`src/rtl/mem_port_arbiter.sv`:
```
// rtl/mem_port_arbiter.sv - single-port memory arbiter for instruction fetch and data load/store
// Grants one requester at a time, sequences one outstanding access, lane-maps stores and extends loads.
module mem_port_arbiter #(
  parameter int MAX_DATA_STREAK = 4,
  parameter int ADDR_WIDTH      = 32
) (
  input  logic                  clk,
  input  logic                  rst_n,
  input  logic                  if_req_valid,
  input  logic [ADDR_WIDTH-1:0] if_addr,
  output logic                  if_req_ready,
  output logic                  if_resp_valid,
  output logic [31:0]           if_rdata,
  input  logic                  d_req_valid,
  input  logic [ADDR_WIDTH-1:0] d_addr,
  input  logic                  d_we,
  input  logic [31:0]           d_wdata,
  input  logic [1:0]            d_size,
  input  logic                  d_unsigned,
  output logic                  d_req_ready,
  output logic                  d_resp_valid,
  output logic [31:0]           d_rdata,
  output logic                  d_misaligned,
  output logic                  mem_req,
  output logic [ADDR_WIDTH-1:0] mem_addr,
  output logic                  mem_we,
  output logic [3:0]            mem_be,
  output logic [31:0]           mem_wdata,
  input  logic                  mem_ack,
  input  logic [31:0]           mem_rdata
);

  typedef enum logic [1:0] {IDLE, ACCESS, RESP} state_t;

  localparam logic [3:0] STREAK_MAX = 4'(MAX_DATA_STREAK);

  state_t                state, state_next;
  logic   [3:0]          streak;
  logic                  owner_d;
  logic   [1:0]          r_size;
  logic   [1:0]          r_off;
  logic                  r_unsigned;

  logic                  grant_d, grant_f;
  logic [ADDR_WIDTH-1:0] sel_addr;
  logic [1:0]            d_off;
  logic                  d_mis;
  logic [3:0]            d_be;
  logic [31:0]           d_wlanes;
  logic [31:0]           shifted;
  logic [31:0]           load_data;

  always_ff @(posedge clk or negedge rst_n) begin
    if (!rst_n) state <= IDLE;
    else        state <= state_next;
  end

  // Fetch wins a contended IDLE cycle only once data has taken MAX_DATA_STREAK grants in a row.
  always_comb begin
    grant_d    = 1'b0;
    grant_f    = 1'b0;
    state_next = state;
    case (state)
      IDLE: begin
        if (d_req_valid && (!if_req_valid || streak != STREAK_MAX)) grant_d = 1'b1;
        else if (if_req_valid)                                      grant_f = 1'b1;
        if (grant_d)      state_next = d_mis ? RESP : ACCESS;
        else if (grant_f) state_next = ACCESS;
      end
      ACCESS:  if (mem_ack) state_next = RESP;
      RESP:    state_next = IDLE;
      default: state_next = IDLE;
    endcase
  end

  assign if_req_ready  = grant_f;
  assign d_req_ready   = grant_d;
  assign mem_req       = (state == ACCESS);
  assign if_resp_valid = (state == RESP) && !owner_d;
  assign d_resp_valid  = (state == RESP) && owner_d;

  assign sel_addr = grant_f ? if_addr : d_addr;
  assign d_off    = d_addr[1:0];

  always_comb begin
    d_mis    = 1'b0;
    d_be     = 4'b0000;
    d_wlanes = 32'h0;
    case (d_size)
      2'b00: begin
        d_be     = 4'b0001 << d_off;
        d_wlanes = {4{d_wdata[7:0]}};
      end
      2'b01: begin
        d_mis    = d_off[0];
        d_be     = 4'b0011 << d_off;
        d_wlanes = {2{d_wdata[15:0]}};
      end
      2'b10: begin
        d_mis    = |d_off;
        d_be     = 4'b1111;
        d_wlanes = d_wdata;
      end
      default: d_mis = 1'b1;
    endcase
  end

  // Bring the addressed lane down to bit 0, then extend according to the captured size.
  assign shifted = mem_rdata >> {r_off, 3'b000};

  always_comb begin
    load_data = mem_rdata;
    case (r_size)
      2'b00:   load_data = r_unsigned ? {24'h0, shifted[7:0]}
                                      : {{24{shifted[7]}}, shifted[7:0]};
      2'b01:   load_data = r_unsigned ? {16'h0, shifted[15:0]}
                                      : {{16{shifted[15]}}, shifted[15:0]};
      default: load_data = mem_rdata;
    endcase
  end

  always_ff @(posedge clk or negedge rst_n) begin
    if (!rst_n) begin
      owner_d      <= 1'b0;
      r_size       <= 2'b00;
      r_off        <= 2'b00;
      r_unsigned   <= 1'b0;
      mem_addr     <= '0;
      mem_we       <= 1'b0;
      mem_be       <= 4'b0000;
      mem_wdata    <= 32'h0;
      d_rdata      <= 32'h0;
      d_misaligned <= 1'b0;
      if_rdata     <= 32'h0;
    end else begin
      if (grant_d || grant_f) begin
        owner_d    <= grant_d;
        r_size     <= d_size;
        r_unsigned <= d_unsigned;
        r_off      <= grant_d ? sel_addr[1:0] : 2'b00;
        mem_addr   <= {sel_addr[ADDR_WIDTH-1:2], 2'b00};
        mem_we     <= grant_d & d_we;
        mem_be     <= grant_d ? d_be : 4'b1111;
        mem_wdata  <= grant_d ? d_wlanes : 32'h0;
        if (grant_d && d_mis) begin
          d_rdata      <= 32'h0;
          d_misaligned <= 1'b1;
        end
      end
      // Response data lands on the same edge that enters RESP, so it holds until the next response.
      if (state == ACCESS && mem_ack) begin
        if (owner_d) begin
          d_rdata      <= mem_we ? 32'h0 : load_data;
          d_misaligned <= 1'b0;
        end else begin
          if_rdata     <= mem_rdata;
        end
      end
    end
  end

  always_ff @(posedge clk or negedge rst_n) begin
    if (!rst_n)                                                  streak <= 4'd0;
    else if (grant_f)                                            streak <= 4'd0;
    else if (grant_d && if_req_valid && streak != STREAK_MAX)    streak <= streak + 4'd1;
  end

endmodule
```
`config.mk`:
```
export PLATFORM = sky130hd
export DESIGN_NAME = mem_port_arbiter
export DESIGN_NICKNAME = d
export VERILOG_FILES = /design/src/rtl/mem_port_arbiter.sv
export SDC_FILE = /design/constraint.sdc
export NUM_CORES = 1
export LEC_CHECK = 0
export CAP_MARGIN = 20
export CORE_UTILIZATION = 40
export CTS_CLUSTER_DIAMETER = 80
export CTS_CLUSTER_SIZE = 14
export DETAILED_ROUTE_END_ITERATION = 7
export PLACE_DENSITY = 0.81
export SLEW_MARGIN = 20
export SYNTH_ARGS = -nofsm -noshare
export SYNTH_HDL_FRONTEND = slang
export SYNTH_SLANG_ARGS = --single-unit
```
`constraint.sdc`:
```
create_clock -name clk -period 5.2 [get_ports clk]
set_input_delay 0.52 -clock clk [delete_from_list [all_inputs] [get_ports clk]]
set_output_delay 0.52 -clock clk [all_outputs]
set_load 0.02 [all_outputs]
```
Yosys cells after proc, flatten, opt, wreduce, memory -nomap -nowiden
Cells that the tools add are included.
{"block": "totals", "ff_bits": 144, "inputBits": 137, "out_inout_bits": 139, "word_cells": 78}
{"block": "op_classes", "n_addsub": 1, "n_eq_ne": 8, "n_shift": 3, "mux": 33, "n_bitwise": 2, "reduce_logical": 18}
{"op": "$mux 32", "n": 9}
{"op": "$pmux 32 s3", "n": 1}
{"op": "$pmux 32 s2", "n": 1}
{"op": "$shr 32x5->16", "n": 1}
{"op": "$mux 4", "n": 3}
{"op": "$pmux 4 s3", "n": 1}
{"op": "$mux 1", "n": 11}
{"op": "$mux 2", "n": 5}
{"op": "$logic_and 1x1->1", "n": 7}
{"op": "$eq 2x1->1 const B", "n": 3}
{"op": "$logic_not 2->1", "n": 3}
{"op": "$add 4x1->4 const B", "n": 1}
{"op": "$eq 2x2->1 const B", "n": 2}
{"op": "$ne 4x3->1 const B", "n": 1}
{"op": "$pmux 2 s2", "n": 1}
{"op": "$reduce_and 2->1", "n": 2}
{"op": "$shl 1x2->4 const A", "n": 1}
{"op": "$shl 2x2->4 const A", "n": 1}
{"op": "$ne 3x3->1 const B", "n": 1}
{"op": "$pmux 1 s3", "n": 1}
{"op": "$logic_not 1->1", "n": 2}
{"op": "$logic_or 1x1->1", "n": 2}
{"op": "$ne 2x1->1 const B", "n": 1}
{"op": "$reduce_bool 2->1", "n": 1}
{"op": "3 further kinds", "n": 3}

Logic depth before layout (Yosys ltp)
Gate-level depths: netlist of run 1.
{"block": "depth", "depth_word": 11, "ltp_mapped": 8, "ltp_nobuf": 7}

Least setup slack after synthesis of run 1
Ideal clock, no wire load.
{"block": "synth_timing", "kind": "register -> output", "startpoint": "register streak[0]", "endpoint": "output d_req_ready", "arrival_time_ns": 1.514, "required_time_ns": 4.680, "slack_ns": 3.166, "stages_incl_launch_ff": 7, "n_path_buf": 1, "cell_sequence": "dfrtp_1 -> inv_1 -> ha_1 -> nand4b_1 -> nand3_2 -> inv_1 -> buf_1"}
{"block": "synth_between", "elab_chain_cells": 6}
{"item": "start: declaration", "line_no": "38", "source": "logic [3:0] streak;"}
{"item": "start signal: assignment", "line_no": "165", "source": "else if (grant_d && if_req_valid && streak != STREAK_MAX) streak <= streak + 4'd1;"}
{"item": "$ne 4x3->1", "line_no": "65", "source": "if (d_req_valid && (!if_req_valid || streak != STREAK_MAX)) grant_d = 1'b1;"}
{"item": "$logic_or 1x1->1", "line_no": "65"}
{"item": "$logic_and 1x1->1", "line_no": "65"}
{"item": "$mux 1", "line_no": "65"}
{"item": "$mux 1 (2 in series)", "line_no": "63", "source": "case (state)"}
{"item": "end: declaration", "line_no": "20", "source": "output logic d_req_ready,"}
Every way passes these cells. The select of a mux whose other input is x is not followed.

Final worst setup path of run 1
Ends and elaborated chain as after synthesis.

==> insert_results.sql, run 1 <==
INSERT INTO impl_metrics (metric_group, metric, value, unit) VALUES
('run_status', 'outcome', 'finished clean', ''),
('hold_path', 'class_of_the_most_critical_hold_timing_path', 'in2async', ''),
('global_route', 'grt_pass1_vias', '5874', ''),
('setup_path', 'crit_type', 'reg2out', ''),
('setup_path', 'cells_traversed_along_the_worst_timing_path', 'inv_1 -> ha_1 -> nand4b_1 -> nand3_4 -> inv_1 -> clkdlybuf4s50_1', ''),
('die', 'top_level_ports', '276', ''),
('clock_network', 'post_cts_resized', '0', ''),
('yosys', 'ys_top_cells_by_area', 'sky130_fd_sc_hd__dfrtp_1 53%, sky130_fd_sc_hd__mux2i_1 6.9%, sky130_fd_sc_hd__mux2_2 5.6%', ''),
('die', 'core', '16600', 'um^2'),
('die', 'die_width', '133', 'um'),
('clock_network', 'cts_hold_repair.buffers', '0', ''),
('timing', 'slew_headroom', '32.4', '%'),
('global_route', 'grt_pass1_wl', '32500', 'um'),
('timing', 'fmax', '0.320', 'GHz'),
('timing', 'timing.final.max_slew_violations', '0', ''),
('setup_path', 'critical_path_buf_inv_count', '3', ''),
('finish', 'layout-drive-gt1-share', '10.3', '%'),
('yosys', 'yosys.cell_types.count', '49', ''),
('setup_path', 'critPathMostFrequentCell', 'sky130_fd_sc_hd__inv_1', ''),
('placed_design', 'port_buffers', '271', ''),
('routing', 'drtAntennaViolNets', '0', ''),
('yosys', 'post-synth-top-count-cell', 'sky130_fd_sc_hd__dfrtp_1', ''),
('setup_path', 'worstPathRequired', '4.68', 'ns'),
('pwr', 'max-vdd-ir-drop', '313', 'uV'),
('clock_network', 'cts-buffers-inserted', '17', ''),
('timing', 'post-route-min-period', '3.12', 'ns'),
('finish', 'fin_util', '62.0', '%'),
('routing', 'detail_route.wirelength', '20400', 'um'),
('timing', 'finalWorstSetupSlack', '2.08', 'ns'),
('clock_network', 'tritoncts', 'yes', ''),
('pwr', 'cellPowerDensity', '624', 'nW/um^2'),
('clock_network', 'clk_latency', '0.42', 'ns'),
('clock_network', 'clock_tree.root_cell', 'sky130_fd_sc_hd__clkbuf_16', ''),
('job', 'max_cap_violations', '0', ''),
('placed_design', 'dp_worst_setup_slack', '1.99', 'ns'),
('die', 'initial_core_util', '41.0', '%'),
('routing', 'via_density', '5.28', ''),
('setup_path', 'data_arrival_time_at_the_worst_slack_endpoint', '2.60', 'ns'),
('yosys', 'synth_cells', '646', ''),
('routing', 'vias', '5961', ''),
('finish', 'insertedDiodeCount', '0', ''),
('die', 'die_h', '133', 'um'),
('yosys', 'post-synth-top-area-fraction', '52.8', '%'),
('yosys', 'total_of_flip_flops_plus_latches_after_synthesis', '144', ''),
('setup_path', 'crit_fanout', '15', ''),
('timing', 'clock_skew', '0.00924', 'ns'),
('pwr', 'p_total', '6.44', 'mW'),
('clock_network', 'cts_num_sinks', '144', ''),
('timing', 'hold_viol_final', '0', ''),
('global_route', 'antenna_found_initial', '0', ''),
('die', 'floorplan.rows', '47', ''),
('yosys', 'synth_warnings', '0', ''),
('timing', 'final.setup.tns', '0', 'ns'),
('setup_path', 'cp_top_family', 'buffers and inverters', ''),
('placed_design', 'gp_congestion', '0.818', ''),
('finish', 'finish.net_count', '1037', ''),
('yosys', 'ys_async_sr_fraction', '100', '%'),
('timing', 'rsz0062_at_grt', 'false', ''),
('routing', 'drc', '0', ''),
('yosys', 'synth_top_flop_cell', 'sky130_fd_sc_hd__dfrtp_1', ''),
('setup_path', 'slowest_stage', 'sky130_fd_sc_hd__clkdlybuf4s50_1', ''),
('clock_network', 'clockBufferDepth', '2', ''),
('pwr', 'total_leakage_power', '4.43', 'nW'),
('finish', 'area_growth', '51.1', '%'),
('timing', 'timing_worst_slew_pin_value', '1.01', 'ns'),
('yosys', 'netlist.top_cell.by_area', 'sky130_fd_sc_hd__dfrtp_1', ''),
('clock_network', 'cts_max_level', '4', ''),
('die', 'dieArea', '17600', 'um^2'),
('clock_network', 'cts.clk_slew.worst_paths', '0.06', 'ns'),
('placed_design', 'dpl.hpwl', '14600', 'um'),
('setup_path', 'cp_endpoint_kind', 'output pin', '');
==> power breakdown <==
group	internal (mW)	switching [mW]	total [mW]
logic	1.49	1.60	3.10
registers	1.67	0.393	2.06
clock network	0.817	0.467	1.28
==> sequential cells by signal, summed over array words and instances (netlist names) <==
| name | flops |
|---|---|
| r_off | 2 |
| streak | 4 |
| mem_wdata | 32 |
| mem_we | 1 |
| state | 2 |
| d_rdata | 32 |
| d_misaligned | 1 |
| mem_addr | 30 |
| r_size | 2 |
| r_unsigned | 1 |
| mem_be | 4 |
| if_rdata | 32 |
| owner_d | 1 |
==> worst paths after layout <==
kind	start	to	slack, ns	depth (start not counted)
min	rst_n	d_rdata[22]	0.19	1
max	streak[0]	d_req_ready	2.08	6
max reg2reg	state[1]	d_rdata[11]	2.59	4
min reg2reg	mem_wdata[23]	mem_wdata[23]	0.48	2
max in group asynchronous	rst_n	d_rdata[1]	3.75	2
min in group clk	mem_wdata[23]	mem_wdata[23]	0.48	2
==> cells by family (layout without fill, tap and decap cells) <==
group           count (synthesis)  in the layout  synth area share [%]
other cells                     1              2                0.0549
compound gates                190            190                  18.8
simple gates                  168            168                  11.5
buf+inv                        60            323                  3.99
flops                         144            144                  52.8
fa+ha+maj                       2              2                 0.366
mux                            81             81                  12.5
==> cell type report <==
| type | instances | area, um^2 |
|---|---|---|
| tap | 220 | 275 |
| inverter | 13 | 48.8 |
| multi-input combinational | 443 | 2990 |
| fill | 1381 | 6320 |
| clock buffer | 23 | 498 |
| clock inverter | 8 | 128 |
| timing repair buffer | 279 | 2770 |
| sequential | 144 | 3600 |
==> through the flow <==
step / hold slack [ns] / cells / cell area (um^2)
after CTS: 0.247 / 1130 / 10300
after floorplan: 0.224 / 647 / 6830
final: 0.192 / 1130 / 10300
after detailed placement: 0.469 / 1099 / 9690
after global placement: 0.462 / 1099 / 9690
after global routing: 0.264 / 1130 / 10300
==> layer usage <==
layer / wire length [um] / track usage, %
met1: 8500 / 29.5
met2: 9900 / 38.7
met3: 1540 / 8.08
met4: 451 / 7.73
met5: 0 / 0
==> cells in the final DEF (no fill, tap or decap), drive strengths merged, types with 2 or more instances in the layout <==
cell           instances
clkdlybuf4s50        270
dfrtp                144
nand2                 93
o21ai                 73
mux2i                 47
mux2                  34
o211ai                32
a21oi                 30
nor2                  27
clkbuf                23
a22o                  20
inv                   13
nor2b                 12
nand2b                10
a21o                   9
o2bb2ai                9
buf                    9
and2                   8
o2111ai                7
o21a                   4
nor3                   4
bufinv                 3
nand3                  3
clkinv                 3
o32a                   2
ha                     2
conb                   2
clkinvlp               2
nand4b                 2
nor3b                  2
Note: power is estimated with default switching activity, not from simulation.
==> run 2, diff against run 1 <==
==> constraint.sdc (replaced) <==
create_clock -name clk -period 3 [get_ports clk]
set_input_delay 0.3 -clock clk [delete_from_list [all_inputs] [get_ports clk]]
set_output_delay 0.3 -clock clk [all_outputs]
set_load 0.02 [all_outputs]
==> run 2 against run 1 <==
Compared with the run above:
- the flow now finishes with violations (negative hold slack)
- sequential cell count unchanged
- sequential share of layout area decreased by 0.34 points
- first-iteration DRC count increased by 9.9%
- setup slack got worse by 1.7 ns
- clock skew decreased by 0.0013 ns
- combinational power increased by 75%
- routed wire length increased by 1.2%
- critical path depth decreased by 1
- critical path type unchanged
- largest cell class unchanged
- highest routed layer unchanged
==> insert_results.sql, run 2 (synthesis gave the netlist of run 1 again) <==
INSERT INTO impl_metrics (metric_group, metric, value, unit) VALUES
('run_status', 'outcome', 'finished with violations', ''),
('run_status', 'failed_checks', 'negative hold slack', ''),
('clock_network', 'cts-buffers-inserted', '17', ''),
('placed_design', 'dpl.hpwl', '14800', 'um'),
('hold_path', 'class_of_the_most_critical_hold_timing_path', 'in2async', ''),
('timing', 'slew_headroom', '41.8', '%'),
('finish', 'finish.net_count', '1044', ''),
('routing', 'vias', '5980', ''),
('global_route', 'grt_pass1_vias', '6052', ''),
('finish', 'layout.filler_cells', '1365', ''),
('setup_path', 'cells_traversed_along_the_worst_timing_path', 'inv_1 -> ha_1 -> nand4b_1 -> a21oi_4 -> clkdlybuf4s50_1', ''),
('finish', 'fin_util', '62.6', '%'),
('global_route', 'grt_pass1_wl', '33000', 'um'),
('placed_design', 'port_buffers', '271', ''),
('finish', 'layout.cell_area.non_filler', '10400', 'um^2'),
('setup_path', 'cp-start-kind', 'register', ''),
('setup_path', 'data_arrival_time_at_the_worst_slack_endpoint', '2.35', 'ns'),
('finish', 'multiInputGateArea', '2990', 'um^2'),
('pwr', 'max-vdd-ir-drop', '553', 'uV'),
('timing', 'rsz0062_at_grt', 'false', ''),
('timing', 'final.setup.tns', '0', 'ns'),
('finish', 'insertedDiodeCount', '0', ''),
('timing', 'timing_worst_slew_pin_value', '0.873', 'ns'),
('setup_path', 'crit_type', 'reg2out', ''),
('placed_design', 'post_dp_cell_area', '9770', 'um^2'),
('die', 'top_level_ports', '276', ''),
('pwr', 'pwr-share-seq', '31.6', '%'),
('global_route', 'antenna_found_initial', '0', ''),
('timing', 'post-route-min-period', '2.65', 'ns'),
('pwr', 'p_sw_share', '38.2', '%'),
('global_route', 'grt.total_usage', '24.1', '%'),
('finish', 'layout-drive-gt1-share', '11.1', '%'),
('pwr', 'power.clock.fraction', '20.7', '%'),
('routing', 'drt_iter0_markers', '323', ''),
('routing', 'via_density', '5.26', ''),
('global_route', 'grt_remaining_overflow', '0', ''),
('global_route', 'grt_start_max_net_pins', '94', ''),
('timing', 'clock_skew', '0.00793', 'ns'),
('clock_network', 'cts_hold_repair.buffers', '0', ''),
('timing', 'finalWorstSetupSlack', '0.351', 'ns'),
('clock_network', 'clock_tree.root_cell', 'sky130_fd_sc_hd__clkbuf_16', ''),
('finish', 'layout.cells.most_common_list', '270 x sky130_fd_sc_hd__clkdlybuf4s50_1, 144 x sky130_fd_sc_hd__dfrtp_1, 93 x sky130_fd_sc_hd__nand2_1', ''),
('timing', 'fin_hold_ws', '-0.0115', 'ns'),
('die', 'dieArea', '17600', 'um^2'),
('die', 'die_h', '133', 'um'),
('timing', 'fin_crit_sh', '88.3', '%'),
('pwr', 'p_total', '11.3', 'mW'),
('timing', 'fmax', '0.377', 'GHz'),
('die', 'initial_core_util', '41.0', '%'),
('clock_network', 'cts_post_setup_buffers_inserted', '0', ''),
('routing', 'drc', '0', ''),
('die', 'floorplan.rows', '47', ''),
('clock_network', 'cts_max_level', '4', ''),
('routing', 'drtAntennaViolNets', '0', ''),
('timing', 'timing.final.max_slew_violations', '0', ''),
('clock_network', 'cts_num_sinks', '144', ''),
('finish', 'reg_top3', 'd_rdata: 32 flops, if_rdata: 32 flops, mem_wdata: 32 flops', ''),
('timing', 'timing.final.setup_violations', '0', ''),
('routing', 'detail_route.wirelength', '20600', 'um'),
('timing', 'hold_viol_final', '32', ''),
('job', 'max_cap_violations', '0', ''),
('finish', 'ff_latch_area', '3600', 'um^2'),
('setup_path', 'slowest_stage', 'sky130_fd_sc_hd__clkdlybuf4s50_1', ''),
('placed_design', 'dp_worst_setup_slack', '0.373', 'ns'),
('pwr', 'cellPowerDensity', '1090', 'nW/um^2'),
('clock_network', 'post_cts_resized', '0', ''),
('die', 'die_width', '133', 'um'),
('pwr', 'internal_power', '7.01', 'mW'),
('setup_path', 'crit_fanout', '5', ''),
('setup_path', 'cp_endpoint_kind', 'output pin', ''),
('placed_design', 'gp_congestion', '0.832', ''),
('pwr', 'total_leakage_power', '4.48', 'nW'),
('die', 'core', '16600', 'um^2'),
('setup_path', 'worstPathRequired', '2.70', 'ns'),
('routing', 'drtPass1Iterations', '5', ''),
('clock_network', 'tritoncts', 'yes', ''),
('pwr', 'net_switching_power_figure', '4.33', 'mW'),
('clock_network', 'clockBufferDepth', '2', ''),
('finish', 'mostFrequentLayoutCell', 'sky130_fd_sc_hd__clkdlybuf4s50_1', ''),
('routing', 'avgRoutedWirePerCell', '18.1', 'um'),
('clock_network', 'cts.clk_slew.worst_paths', '0.06', 'ns'),
('pwr', 'combPwrFrac', '47.7', '%'),
('setup_path', 'critPathMaxStageDelay', '0.66', 'ns'),
('finish', 'area_growth', '52.6', '%'),
('clock_network', 'clk_latency', '0.42', 'ns');
run 2: path summary, 6_finish.rpt:
| kind | slack, ns | cells past startpoint | start | to |
|---|---|---|---|---|
| worst max-delay path | 0.35 | 5 | streak[0] | if_req_ready |
| worst min-delay path | -0.01 | 1 | rst_n | d_rdata[22] |
| worst max register to register | 0.80 | 7 | streak[0] | mem_wdata[7] |
| worst min register to register | 0.48 | 2 | mem_wdata[21] | mem_wdata[21] |
| max in group asynchronous | 2.30 | 2 | rst_n | mem_addr[21] |
| min in group clk | 0.43 | 3 | if_addr[6] | mem_addr[6] |
run 2: through the flow:
step / instances / hold slack [ns]
6_report: 1137 / -0.0115
3_5_place_dp: 1106 / 0.460
3_3_place_gp: 1106 / 0.452
4_1_cts: 1137 / 0.0144
2_1_floorplan: 647 / 0.00441
5_1_grt: 1137 / 0.0488
run 2: layer usage:
metal | wire length [um] | global-route usage, % | share of wire (%)
met1 | 8770 | 30.2 | 43
met2 | 10200 | 40.4 | 49
met3 | 1330 | 6.67 | 6.4
met4 | 328 | 7.28 | 1.6
met5 | 0 | 0 | 0
run 2: layout make-up:
type / instances / area share (%)
flip-flops and latches: 144 / 34.6
clock buffers: 18 / 4.22
inverters: 13 / 0.468
clock inverters: 13 / 2.01
well taps: 220 / 2.64
multi-input cells: 443 / 28.7
repair buffers: 286 / 27.4
run 2: critical path: cells and delay by family (launching register included):
kind	cells	cell delay (ns)
buf+inv	2	0.73
flops	1	0.42
simple gates	1	0.33
compound gates	1	0.31
fa+ha+maj	1	0.14
run 2: power by group through the flow:
| stage | sequential (mW) | clock, mW | combinational, mW |
|---|---|---|---|
| final | 3.59 | 2.35 | 5.41 |
| after global routing | 3.71 | 2.48 | 5.77 |
| after global placement | 3.56 | 0 | 5.36 |
| after floorplan | 4.50 | 0 | 1.88 |
| after CTS | 3.58 | 2.38 | 5.45 |
| after detailed placement | 3.58 | 0 | 5.45 |
